==> config.mk <==
export PLATFORM = sky130hd
export DESIGN_NAME = systolic_ctrl
export DESIGN_NICKNAME = d
export VERILOG_FILES = /design/src/rtl/systolic_pkg.sv /design/src/rtl/systolic_ctrl.sv
export SDC_FILE = /design/constraint.sdc
export NUM_CORES = 1
export LEC_CHECK = 0
export ABC_CLOCK_PERIOD_IN_PS = 13900
export CAP_MARGIN = 20
export CORE_ASPECT_RATIO = 0.6
export CORE_MARGIN = 2
export CORE_UTILIZATION = 45
export CTS_CLUSTER_DIAMETER = 60
export DETAILED_ROUTE_END_ITERATION = 6
export GPL_TIMING_DRIVEN = 0
export HOLD_SLACK_MARGIN = 0.12
export PLACE_DENSITY = 0.79
export SKIP_CTS_REPAIR_TIMING = 1
export SYNTH_ARGS = -nofsm -noshare
export SYNTH_HDL_FRONTEND = slang
export SYNTH_SLANG_ARGS = --single-unit
==> constraint.sdc <==
create_clock -name i_clk -period 13.9 [get_ports i_clk]
set_input_delay 2.78 -clock i_clk [delete_from_list [all_inputs] [get_ports i_clk]]
set_output_delay 2.78 -clock i_clk [all_outputs]
set_load 0.005 [all_outputs]
==> src/rtl/systolic_pkg.sv <==
// systolic_pkg: shared state encoding and default geometry for the systolic array controller
package systolic_pkg;
   localparam int SA_N       = 3;
   localparam int SA_DATA_W  = 8;
   localparam int SA_ACC_W   = 16;
   localparam int SA_TIMEOUT = 12;
   typedef enum logic [1:0] {S_IDLE, S_FEED, S_DRAIN, S_DONE} state_t;
endpackage

==> src/rtl/systolic_ctrl.sv <==
// systolic_ctrl: sequences one 3x3 matrix job into a systolic array, waits for its result with a timeout, and hands the result off
module systolic_ctrl
   import systolic_pkg::*;
#(
   parameter int N       = SA_N,
   parameter int DATA_W  = SA_DATA_W,
   parameter int ACC_W   = SA_ACC_W,
   parameter int TIMEOUT = SA_TIMEOUT
) (
   input  logic                    i_clk,
   input  logic                    i_rst,
   input  logic                    i_start_valid,
   output logic                    o_start_ready,
   input  logic [N*N*DATA_W-1:0]   i_mat_a,
   input  logic [N*N*DATA_W-1:0]   i_mat_b,
   output logic                    o_sa_rst_n,
   output logic [N*DATA_W-1:0]     o_sa_A,
   output logic [N*DATA_W-1:0]     o_sa_B,
   input  logic [N*N*ACC_W-1:0]    i_sa_C,
   input  logic                    i_sa_C_valid,
   output logic                    o_res_valid,
   input  logic                    i_res_ready,
   output logic [N*N*ACC_W-1:0]    o_res_C,
   output logic                    o_timeout
);
   localparam int CNT_W = $clog2(TIMEOUT + 1);
   state_t                r_state, w_state;
   logic [1:0]            r_k, w_k;
   logic [CNT_W-1:0]      r_cnt, w_cnt;
   logic [N*N*DATA_W-1:0] r_a, r_b, w_a, w_b;
   logic [N*DATA_W-1:0]   w_sa_a, w_sa_b;
   logic [N*N*ACC_W-1:0]  w_res_c;
   logic                  w_res_valid, w_timeout, w_feed;
   always_comb begin
      w_state     = r_state;
      w_k         = r_k;
      w_cnt       = r_cnt;
      w_a         = r_a;
      w_b         = r_b;
      w_res_c     = o_res_C;
      w_res_valid = o_res_valid;
      w_timeout   = 1'b0;
      w_feed      = 1'b0;
      w_sa_a      = '0;
      w_sa_b      = '0;
      case (r_state)
         S_IDLE: if (i_start_valid && o_start_ready) begin
            w_state = S_FEED;
            w_k     = 2'd0;
            w_cnt   = '0;
            w_a     = i_mat_a;
            w_b     = i_mat_b;
            w_feed  = 1'b1;
         end
         S_FEED: if (r_k == 2'(N - 1)) begin
            w_state = S_DRAIN;
            w_cnt   = '0;
         end else begin
            w_k    = r_k + 2'd1;
            w_feed = 1'b1;
         end
         // the final DRAIN cycle is the abort cycle announced by o_timeout
         S_DRAIN: if (r_cnt == CNT_W'(TIMEOUT - 1)) begin
            w_state = S_IDLE;
         end else if (i_sa_C_valid) begin
            w_state     = S_DONE;
            w_res_c     = i_sa_C;
            w_res_valid = 1'b1;
         end else begin
            w_cnt     = r_cnt + 1'b1;
            w_timeout = (r_cnt == CNT_W'(TIMEOUT - 2));
         end
         S_DONE: if (i_res_ready) begin
            w_state     = S_IDLE;
            w_res_valid = 1'b0;
         end
         default: w_state = S_IDLE;
      endcase
      for (int r = 0; r < N; r++) begin
         w_sa_a[r*DATA_W +: DATA_W] = w_feed ? w_a[(r*N + int'(w_k))*DATA_W +: DATA_W] : '0;
         w_sa_b[r*DATA_W +: DATA_W] = w_feed ? w_b[(int'(w_k)*N + r)*DATA_W +: DATA_W] : '0;
      end
   end
   always_ff @(posedge i_clk or posedge i_rst) begin
      if (i_rst) begin
         r_state       <= S_IDLE;
         r_k           <= '0;
         r_cnt         <= '0;
         r_a           <= '0;
         r_b           <= '0;
         o_start_ready <= 1'b0;
         o_sa_rst_n    <= 1'b0;
         o_sa_A        <= '0;
         o_sa_B        <= '0;
         o_res_valid   <= 1'b0;
         o_res_C       <= '0;
         o_timeout     <= 1'b0;
      end else begin
         r_state       <= w_state;
         r_k           <= w_k;
         r_cnt         <= w_cnt;
         r_a           <= w_a;
         r_b           <= w_b;
         o_start_ready <= (w_state == S_IDLE);
         o_sa_rst_n    <= (w_state == S_FEED) || (w_state == S_DRAIN);
         o_sa_A        <= w_sa_a;
         o_sa_B        <= w_sa_b;
         o_res_valid   <= w_res_valid;
         o_res_C       <= w_res_c;
         o_timeout     <= w_timeout;
      end
   end
endmodule

==> out/summary.txt, run 1 <==
status: completed
die area: 32700 sq um
Avg Cell Area, Syn: 15.1 sq um
top sig layer: met5
DR iter-0 viols: 588
Design Power: 4.74 mW
Skew-Pair Late Insertion Delay: 0.52 ns
DRC: 0
minimum clock period: 5.47 ns
cell count after synthesis: 929
slowest CP cell: clkbuf_1
Core Box Area: 30900 sq um
RSZ-0062 raised after global routing: false
IO Pins: 489
kind of critical path: input pin to register
fin util: 0.669
# setup viols final: 0
nets: 1755
clock skew: 0.0183 ns
Die Height: 141 microns
Final ANT Viol Nets: 0
final hold viol count: 0
Slew @ Worst Pin: 0.825 ns
most common cell in the netlist: dfrtp_1
synth top area cells: dfrtp_1, mux2_2, mux2i_1, o32ai_1, mux2_1
WL/cell: 23.6 microns
RePlAce Congestion: 0.833
maximum clock rate: 183 MHz
Pins Over Slew Limit: 0
WL met2: 20700 microns
DP Worst Slack: 7.97 ns
critical path cell sequence: clkdlybuf4s50_1 -> and2_1 -> o211a_1 -> buf_2 -> buf_2 -> clkbuf_1 -> ha_1 -> a211oi_4 -> a32o_1
Inserted Clock Buffers: 35
Worst Setup Start Kind: input pin
initial antenna violation count: 9
met1 wire length: 19600 microns
CTS H-Tree Depth: 2
post-synthesis cell type count: 45
Layout area overhead: 47.3%
WP data required: 14.34 ns
total clock sinks: 348
Hold Slack: 0.475 ns
layout cells sized above 1: 0.261
post-synthesis async set-or-reset flop share: 1.00
first-pass GRT wire length: 66100 microns
Overflow after GRT: 0
Vias per Instance: 5.26
PwrDens: 229 nW/um^2
Vias: 9986
CTS Root Cell: clkbuf_16
top cell type's share of synthesized area: 0.620
Final WS setup: 8.43 ns
max_cap viols: 0
clock-pin slew on the worst setup and hold paths: 0.06 ns
slack of the worst reg-to-reg path: 10.67 ns
period utilization: 0.393
# port buffers: 488
Hold WC Path Type: register to register
Pleak: 8.79 nW
sequential share of the synthesized area: 0.620
Max stage delay on crit path: 0.58 ns
row count: 50
register bit total from synthesis: 348
Die X-Extent: 232 microns
Peak VDD IR: 111 uV
Total GRT Usage: 0.272
Worst Path Max Fanout: 10
cell taking the most area after synthesis: dfrtp_1
Post-synth EDFFs: 0
CP Capture Type: register
Post-Route WL: 44900 microns
worst rel slew slack: 0.450
met3 WL: 3120 microns
syn nets: 1228
deepest clock path buffer count: 3
CTS tree: done
Post-synth top cells: dfrtp_1, mux2_2, mux2i_1
largest net degree at the start of global routing: 131
Post-Syn Area: 14000 sq um
number of global-route vias before repair: 10.6k
drt first pass iters: 4
initial core utilization: 0.454
arrival time at the worst endpoint: 5.91 ns
Top FF cell, synth: dfrtp_1
Synth Warn #: 0
detailed placement HPWL: 33700 microns
CP dominant cell by count: buf_2
==> layout by cell type, fill, tap and decap left out, drive strengths merged, types with 11 or more instances in the layout <==
cell / Yosys / final
clkdlybuf4s50: 0 / 488
dfrtp: 348 / 348
mux2: 296 / 296
clkbuf: 14 / 68
buf: 45 / 47
mux2i: 43 / 43
o32ai: 33 / 33
nand2: 21 / 21
nor2: 19 / 19
nor3: 18 / 18
o21ai: 12 / 12
inv: 11 / 12
nand2b: 11 / 11
==> stage by stage <==
stage | setup TNS [ns] | cell area [sq um] | cells
after global placement | -934.55 | 19400 | 1833
after floorplan | 0 | 14000 | 929
after global routing | 0 | 20700 | 1900
after detailed placement | 0 | 19500 | 1835
after CTS | 0 | 20700 | 1896
final | 0 | 20700 | 1900
==> kinds of logic (layout without fill, tap and decap cells) <==
family	count (synthesis)	after routing	share of synthesized area
fa+ha+maj	6	6	0.00535
simple gates	98	98	0.0362
mux	339	339	0.270
other cells	0	4	0
flops	348	348	0.620
buf+inv	70	621	0.0276
compound gates	68	68	0.0403
==> layer usage <==
layer / vias up / GRT usage
li1: 4408 / -
met1: 5103 / 0.377
met2: 376 / 0.419
met3: 91 / 0.0702
met4: 8 / 0.0877
met5: - / 0
==> worst max-delay path: cells and delay by family <==
kind	cells	cell delay [ns]
fa+ha+maj	1	0.39
compound gates	3	0.84
simple gates	1	0.19
buf+inv	4	1.71
==> power by group <==
group	total (mW)	switching (mW)	internal, mW
Clock	0.965	0.396	0.569
Sequential	1.71	0.213	1.49
Combinational	2.07	0.914	1.15
==> final timing paths <==
| path | to | cells after the start | from |
|---|---|---|---|
| worst max-delay path | o_sa_B[10] | 9 | i_start_valid |
| worst min register to register | r_b[9] | 1 | r_b[9] |
| worst max register to register | o_sa_B[10] | 10 | r_k[0] |
| min in group asynchronous | o_res_C[134] | 2 | i_rst |
| max in group asynchronous | r_b[66] | 3 | i_rst |
| worst min-delay path | r_b[9] | 1 | r_b[9] |
==> sequential cells by signal, indices dropped and copies added, names as in the netlist <==
register       flops
o_res_C          144
o_res_valid        1
o_sa_A            24
o_sa_B            24
o_sa_rst_n         1
o_start_ready      1
o_timeout          1
r_a               72
r_b               72
r_cnt              4
r_k                2
r_state            2
==> layout make-up <==
| type | count | area [sq um] |
|---|---|---|
| tap | 416 | 520 |
| multi-input combinational | 511 | 4940 |
| clock inverter | 7 | 95.1 |
| buffer | 59 | 344 |
| fill | 2231 | 10200 |
| timing repair buffer | 490 | 4940 |
| antenna | 4 | 10.0 |
| sequential | 348 | 8710 |
| inverter | 11 | 51.3 |
| clock buffer | 54 | 1070 |
Note: power is estimated with default switching activity, not from simulation.
==> run 2: changes to the inputs <==
--- a/config.mk
+++ b/config.mk
@@ -5,7 +5,7 @@
 export SDC_FILE = /design/constraint.sdc
 export NUM_CORES = 1
 export LEC_CHECK = 0
-export ABC_CLOCK_PERIOD_IN_PS = 13900
+export ABC_CLOCK_PERIOD_IN_PS = 5400
 export CAP_MARGIN = 20
 export CORE_ASPECT_RATIO = 0.6
 export CORE_MARGIN = 2
==> constraint.sdc (replaced) <==
create_clock -name i_clk -period 5.4 [get_ports i_clk]
set_input_delay 1.08 -clock i_clk [delete_from_list [all_inputs] [get_ports i_clk]]
set_output_delay 1.08 -clock i_clk [all_outputs]
set_load 0.005 [all_outputs]
==> out/summary.txt, run 2 (synthesis gave the netlist of run 1 again) <==
Post-Route WL: 44700 microns (-0.27%)
RSZ-0062 raised after global routing: false
CTS tree: done
detailed placement HPWL: 34100 microns (+1.2%)
die area: 32700 sq um (unchanged)
total clock sinks: 348 (unchanged)
Final ANT Viol Nets: 0 (unchanged)
DR iter-0 viols: 579 (-1.5%)
# setup viols final: 0 (unchanged)
clock power share: 0.201 (-0.003)
delay-heaviest family, CP: buffers and inverters
final hold viol count: 0 (unchanged)
DRC: 0 (unchanged)
Max stage delay on crit path: 0.58 ns (about the same)
Largest regs: o_res_C (144), r_a (72), r_b (72)
Layout area overhead: 48.2%
Skew-Pair Late Insertion Delay: 0.52 ns (about the same)
CP Capture Type: register
Fillers: 2210 (-0.94%)
Comb pwr share: 0.438 (+0.002)
max reg flops: 144 (unchanged)
commonest non-fill, non-tap cells in the layout: clkdlybuf4s50_1, dfrtp_1, mux2_2
Vias per Instance: 5.28 (+0.40%)
clock skew: 0.0175 ns (-0.000739 ns)
WP data required: 5.84 ns (-8.50 ns)
PwrDens: 584 nW/um^2 (+150%)
IO Pins: 489 (unchanged)
Die X-Extent: 232 microns (unchanged)
Slew @ Worst Pin: 0.795 ns (-0.0304 ns)
period utilization: 0.706
maximum clock rate: 262 MHz
slowest CP cell: clkbuf_1
row count: 50 (unchanged)
deepest clock path buffer count: 3 (unchanged)
WL/cell: 23.5 microns (-0.53%)
sequential power share: 0.361 (about the same)
CTS Root Cell: clkbuf_16
# port buffers: 488 (unchanged)
Hold WC Path Type: register to register
Placed Cells: 1843 (+0.44%)
Pins Over Slew Limit: 0 (unchanged)
most common cell after layout, fill and taps aside: clkdlybuf4s50_1
NetSw: 3.90 mW (+160%)
worst rel slew slack: 0.470 (+0.0203)
CTS H-Tree Depth: 2 (unchanged)
initial antenna violation count: 4 (-5)
RePlAce Congestion: 0.872 (+4.7%)
layout cells sized above 1: 0.266 (+0.00568)
first-pass GRT wire length: 66400 microns (+0.46%)
CP dominant cell by count: buf_2
minimum clock period: 3.81 ns
Worst Path Max Fanout: 10 (unchanged)
max_cap viols: 0 (unchanged)
Pleak: 8.84 nW (+0.66%)
Inserted Clock Buffers: 35 (unchanged)
Sw Ratio: 0.321 (about the same)
Core Box Area: 30900 sq um (unchanged)
initial core utilization: 0.454 (unchanged)
arrival time at the worst endpoint: 4.25 ns (-1.66 ns)
Overflow after GRT: 0 (unchanged)
Peak VDD IR: 314 uV (+180%)
clock-pin slew on the worst setup and hold paths: 0.06 ns (about the same)
Worst Setup Start Kind: input pin
Top reg by flops: o_res_C
number of global-route vias before repair: 10.7k (+0.97%)
Die Height: 141 microns (unchanged)
drt first pass iters: 4 (unchanged)
critical path cell sequence: clkdlybuf4s50_1 -> and2_1 -> o211a_1 -> buf_2 -> buf_2 -> clkbuf_1 -> ha_1 -> a211oi_4 -> a32o_1
final std cells w/o fill: 1905 (+0.26%)
fin util: 0.673 (+0.00401)
largest net degree at the start of global routing: 41 (-69%)
nets: 1763 (+0.46%)
status: completed
Vias: 10.1k (+0.66%)
total internal power: 8.24 mW (+160%)
Total GRT Usage: 0.274 (+0.00227)
kind of critical path: input pin to register
WP buf/inv: 4 (unchanged)
-- run 2: cell count changes in the layout (fill, tap and decap cells not counted), sizes merged --
cell      change
buf           +8
bufinv        -1
clkbuf        -3
clkinv        +2
clkinvlp      +2
diode         -1
inv           -2
-- run 2: layout make-up --
| class | count | area (sq um) | share of cell area |
|---|---|---|---|
| Sequential cell | 348 | 8710 | 0.419 |
| Clock buffer | 51 | 1070 | 0.0514 |
| Buffer | 59 | 344 | 0.0165 |
| Clock inverter | 8 | 73.8 | 0.00355 |
| Inverter | 11 | 47.5 | 0.00229 |
| Antenna cell | 3 | 7.51 | 0.000361 |
| Multi-Input combinational cell | 511 | 4940 | 0.237 |
| Timing Repair Buffer | 498 | 5090 | 0.245 |
| Tap cell | 416 | 520 | 0.0250 |
-- run 2: metal layers --
layer  GRT usage  share of wire  wire (microns)
met1       0.376           0.43           19400
met2       0.431           0.47           21000
met3      0.0791          0.079            3540
met4      0.0688          0.018             797
met5           0        0.00060              27
-- run 2: path summary, 6_finish.rpt --
| check | slack (ns) | end | from | depth (start not counted) |
|---|---|---|---|---|
| max reg2reg | 2.14 | o_sa_B[15] | r_k[1] | 10 |
| min in group asynchronous | 0.98 | o_res_C[10] | i_rst | 2 |
| min reg2reg | 0.48 | r_b[8] | r_b[8] | 1 |
| max | 1.59 | o_sa_B[15] | i_start_valid | 9 |
| max in group asynchronous | 2.93 | r_a[44] | i_rst | 7 |
| min | 0.48 | r_b[8] | r_b[8] | 1 |
-- run 2: power by group through the flow --
stage / clock network, mW / logic, mW / registers (mW)
6_report: 2.44 / 5.32 / 4.38
5_1_grt: 2.60 / 5.65 / 4.51
4_1_cts: 2.49 / 5.32 / 4.37
3_5_place_dp: 0 / 5.27 / 4.41
3_3_place_gp: 0 / 5.14 / 4.36
2_1_floorplan: 0 / 2.68 / 4.38
-- run 2: stage by stage --
stage                     hold WS (ns)  setup TNS [ns]  instance area [sq um]  power (mW)  setup slack, ns
after global routing             0.497               0                  20800        12.8             1.49
after global placement           0.459         -940.79                  19400        9.50            -2.73
final                            0.479               0                  20800        12.1             1.59
after CTS                        0.482               0                  20800        12.2             1.69
after detailed placement         0.467               0                  19700        9.68             1.18
after floorplan                  0.447         -117.78                  14000        7.06           -0.338
==> run 3: changes to the inputs <==
--- a/config.mk
+++ b/config.mk
@@ -5,16 +5,16 @@
 export SDC_FILE = /design/constraint.sdc
 export NUM_CORES = 1
 export LEC_CHECK = 0
-export ABC_CLOCK_PERIOD_IN_PS = 5400
+export ABC_CLOCK_PERIOD_IN_PS = 3150
 export CAP_MARGIN = 20
 export CORE_ASPECT_RATIO = 0.6
 export CORE_MARGIN = 2
-export CORE_UTILIZATION = 45
+export CORE_UTILIZATION = 41
 export CTS_CLUSTER_DIAMETER = 60
 export DETAILED_ROUTE_END_ITERATION = 6
 export GPL_TIMING_DRIVEN = 0
 export HOLD_SLACK_MARGIN = 0.12
-export PLACE_DENSITY = 0.79
+export PLACE_DENSITY = 0.76
 export SKIP_CTS_REPAIR_TIMING = 1
 export SYNTH_ARGS = -nofsm -noshare
 export SYNTH_HDL_FRONTEND = slang
==> constraint.sdc (replaced) <==
create_clock -name i_clk -period 3.15 [get_ports i_clk]
set_input_delay 0.63 -clock i_clk [delete_from_list [all_inputs] [get_ports i_clk]]
set_output_delay 0.63 -clock i_clk [all_outputs]
set_load 0.005 [all_outputs]
==> out/summary.txt, run 3 (synthesis gave the netlist of run 1 again) <==
final hold viol count: 0 (unchanged)
Hold Slack: 0.483 ns (+0.00414 ns)
hold-critical path depth: 1 (unchanged)
PwrDens: 1000 nW/um^2 (+72%)
IO Pins: 489 (unchanged)
Vias per Instance: 5.14 (-2.6%)
Design Area, Final: 20900 sq um (+0.32%)
drt first pass iters: 5 (+1)
Die X-Extent: 243 microns (+4.7%)
slowest CP cell: clkdlybuf4s50_1
CTS Root Cell: clkbuf_16
Total GRT Usage: 0.252 (-0.0217)
Crit. path cell count: 9 (unchanged)
CP Capture Type: register
CP startpoint: i_start_valid
R2R cell count: 10 (unchanged)
Vias: 10.0k (-0.42%)
delay-heaviest family, CP: buffers and inverters
final std cells w/o fill: 1947 (+2.2%)
max_cap viols: 0 (unchanged)
most common cell after layout, fill and taps aside: clkdlybuf4s50_1
slack of the worst reg-to-reg path: 0.30 ns (-1.84 ns)
Pleak: 8.86 nW (+0.17%)
commonest non-fill, non-tap cells in the layout: clkdlybuf4s50_1, dfrtp_1, mux2_2
Worst R2R End: o_sa_B[8]
# setup viols final: 0 (unchanged)
Placed Instance Area: 19700 sq um (+0.17%)
Layout area overhead: 48.7%
Final ANT Viol Nets: 0 (unchanged)
NetSw: 6.70 mW (+72%)
kind of critical path: input pin to register
sequential power share: 0.359 (-0.002)
number of global-route vias before repair: 10.7k (+0.24%)
Design Power: 20.9 mW (+72%)
WP data required: 3.60 ns (-2.24 ns)
FF-to-FF Start: r_k[0]
deepest clock path buffer count: 3 (unchanged)
first-pass GRT wire length: 67700 microns (+2.0%)
Die Height: 147 microns (+4.6%)
Inserted Clock Buffers: 36 (+2.9%)
largest net degree at the start of global routing: 42 (+2.4%)
clock power share: 0.206 (+0.005)
minimum clock period: 2.87 ns
DRC: 0 (unchanged)
CTS tree: done
arrival time at the worst endpoint: 3.32 ns (-0.93 ns)
Hold WC Path Type: register to register
status: completed
RePlAce Congestion: 0.845 (-3.0%)
CTS H-Tree Depth: 2 (unchanged)
Worst Path Max Fanout: 11 (+1)
maximum clock rate: 348 MHz
clock skew: 0.0182 ns (+0.000664 ns)
initial antenna violation count: 1 (-3)
nets: 1762 (-0.057%)
Final WS setup: 0.280 ns (-1.31 ns)
initial core utilization: 0.416 (-0.0377)
DP Worst Slack: -0.650 ns (-1.83 ns)
Peak VDD IR: 556 uV (+77%)
crit path to: o_sa_B[8]
max reg flops: 144 (unchanged)
total internal power: 14.2 mW (+73%)
Slew @ Worst Pin: 0.878 ns (+0.0828 ns)
Worst Setup Start Kind: input pin
Largest regs: o_res_C (144), r_a (72), r_b (72)
Core Box Area: 33700 sq um (+9.1%)
period utilization: 0.911
Max stage delay on crit path: 0.48 ns (-0.10 ns)
Placed Cells: 1885 (+2.3%)
Pins Over Slew Limit: 0 (unchanged)
DR iter-0 viols: 585 (+1.0%)
critical path cell sequence: clkdlybuf4s50_1 -> a21o_1 -> o211a_1 -> buf_2 -> inv_4 -> clkbuf_2 -> ha_1 -> a211oi_4 -> a32o_1
Comb pwr share: 0.434 (-0.004)
Sw Ratio: 0.320 (-0.00138)
Skew-Pair Late Insertion Delay: 0.51 ns (about the same)
RSZ-0062 raised after global routing: false
Post-Route WL: 45300 microns (+1.2%)
total clock sinks: 348 (unchanged)
row count: 52 (+4.0%)
detailed placement HPWL: 34700 microns (+1.8%)
# port buffers: 488 (unchanged)
WP buf/inv: 4 (unchanged)
WL/cell: 23.3 microns (-0.97%)
Top reg by flops: o_res_C
die area: 35800 sq um (+9.5%)
Overflow after GRT: 0 (unchanged)
clock-pin slew on the worst setup and hold paths: 0.06 ns (about the same)
worst rel slew slack: 0.414 (-0.0564)
layout cells sized above 1: 0.267 (+0.000493)
[run 3: stage by stage]
stage          utilization   TNS, ns
6_report             0.619         0
2_1_floorplan            -   -744.18
5_1_grt              0.619         0
3_3_place_gp         0.579  -1579.39
4_1_cts              0.619    -0.818
3_5_place_dp         0.584     -5.22
[run 3: layout make-up]
cell class / instances / area (sq um)
antenna: 1 / 2.50
buffer: 58 / 342
clock buffer: 50 / 1030
clock inverter: 12 / 148
fill: 2622 / 12800
inverter: 11 / 47.5
multi-input combinational: 511 / 4940
sequential: 348 / 8710
tap: 459 / 574
timing repair buffer: 497 / 5070
[run 3: power groups by stage]
stage | Clock (mW) | Combinational, mW | Sequential, mW
after floorplan | 0 | 4.60 | 7.50
after global placement | 0 | 8.86 | 7.50
after detailed placement | 0 | 9.10 | 7.59
after CTS | 4.43 | 9.15 | 7.52
after global routing | 4.61 | 9.70 | 7.76
final | 4.32 | 9.09 | 7.52
[run 3: worst register-to-register path, delay by kind of cell (launching register included)]
kind                       cells  cell delay (ns)
buffers and inverters          4             0.80
adders and majority gates      2             0.70
AOI/OAI and AO/OA              3             0.81
DFF                            1             0.38
and+or+nand+nor                1             0.08
[run 3: worst min-delay path by stage]
stage | slack, ns | from | to
3_3_place_gp | 0.46 | r_b[9] | r_b[9]
6_report | 0.48 | r_b[8] | r_b[8]
4_1_cts | 0.49 | r_b[15] | r_b[15]
3_5_place_dp | 0.47 | r_b[37] | r_b[37]
5_1_grt | 0.50 | r_b[33] | r_b[33]
2_1_floorplan | 0.45 | r_b[37] | r_b[37]
[run 3: metal layers]
metal	track usage	wire [microns]	part of all wire	vias up
met4	0.0721	1070	0.024	0
met2	0.394	21200	0.47	385
li1	-	-	-	4418
met1	0.344	19400	0.43	5139
met5	0	0	0	-
met3	0.0740	3580	0.079	68
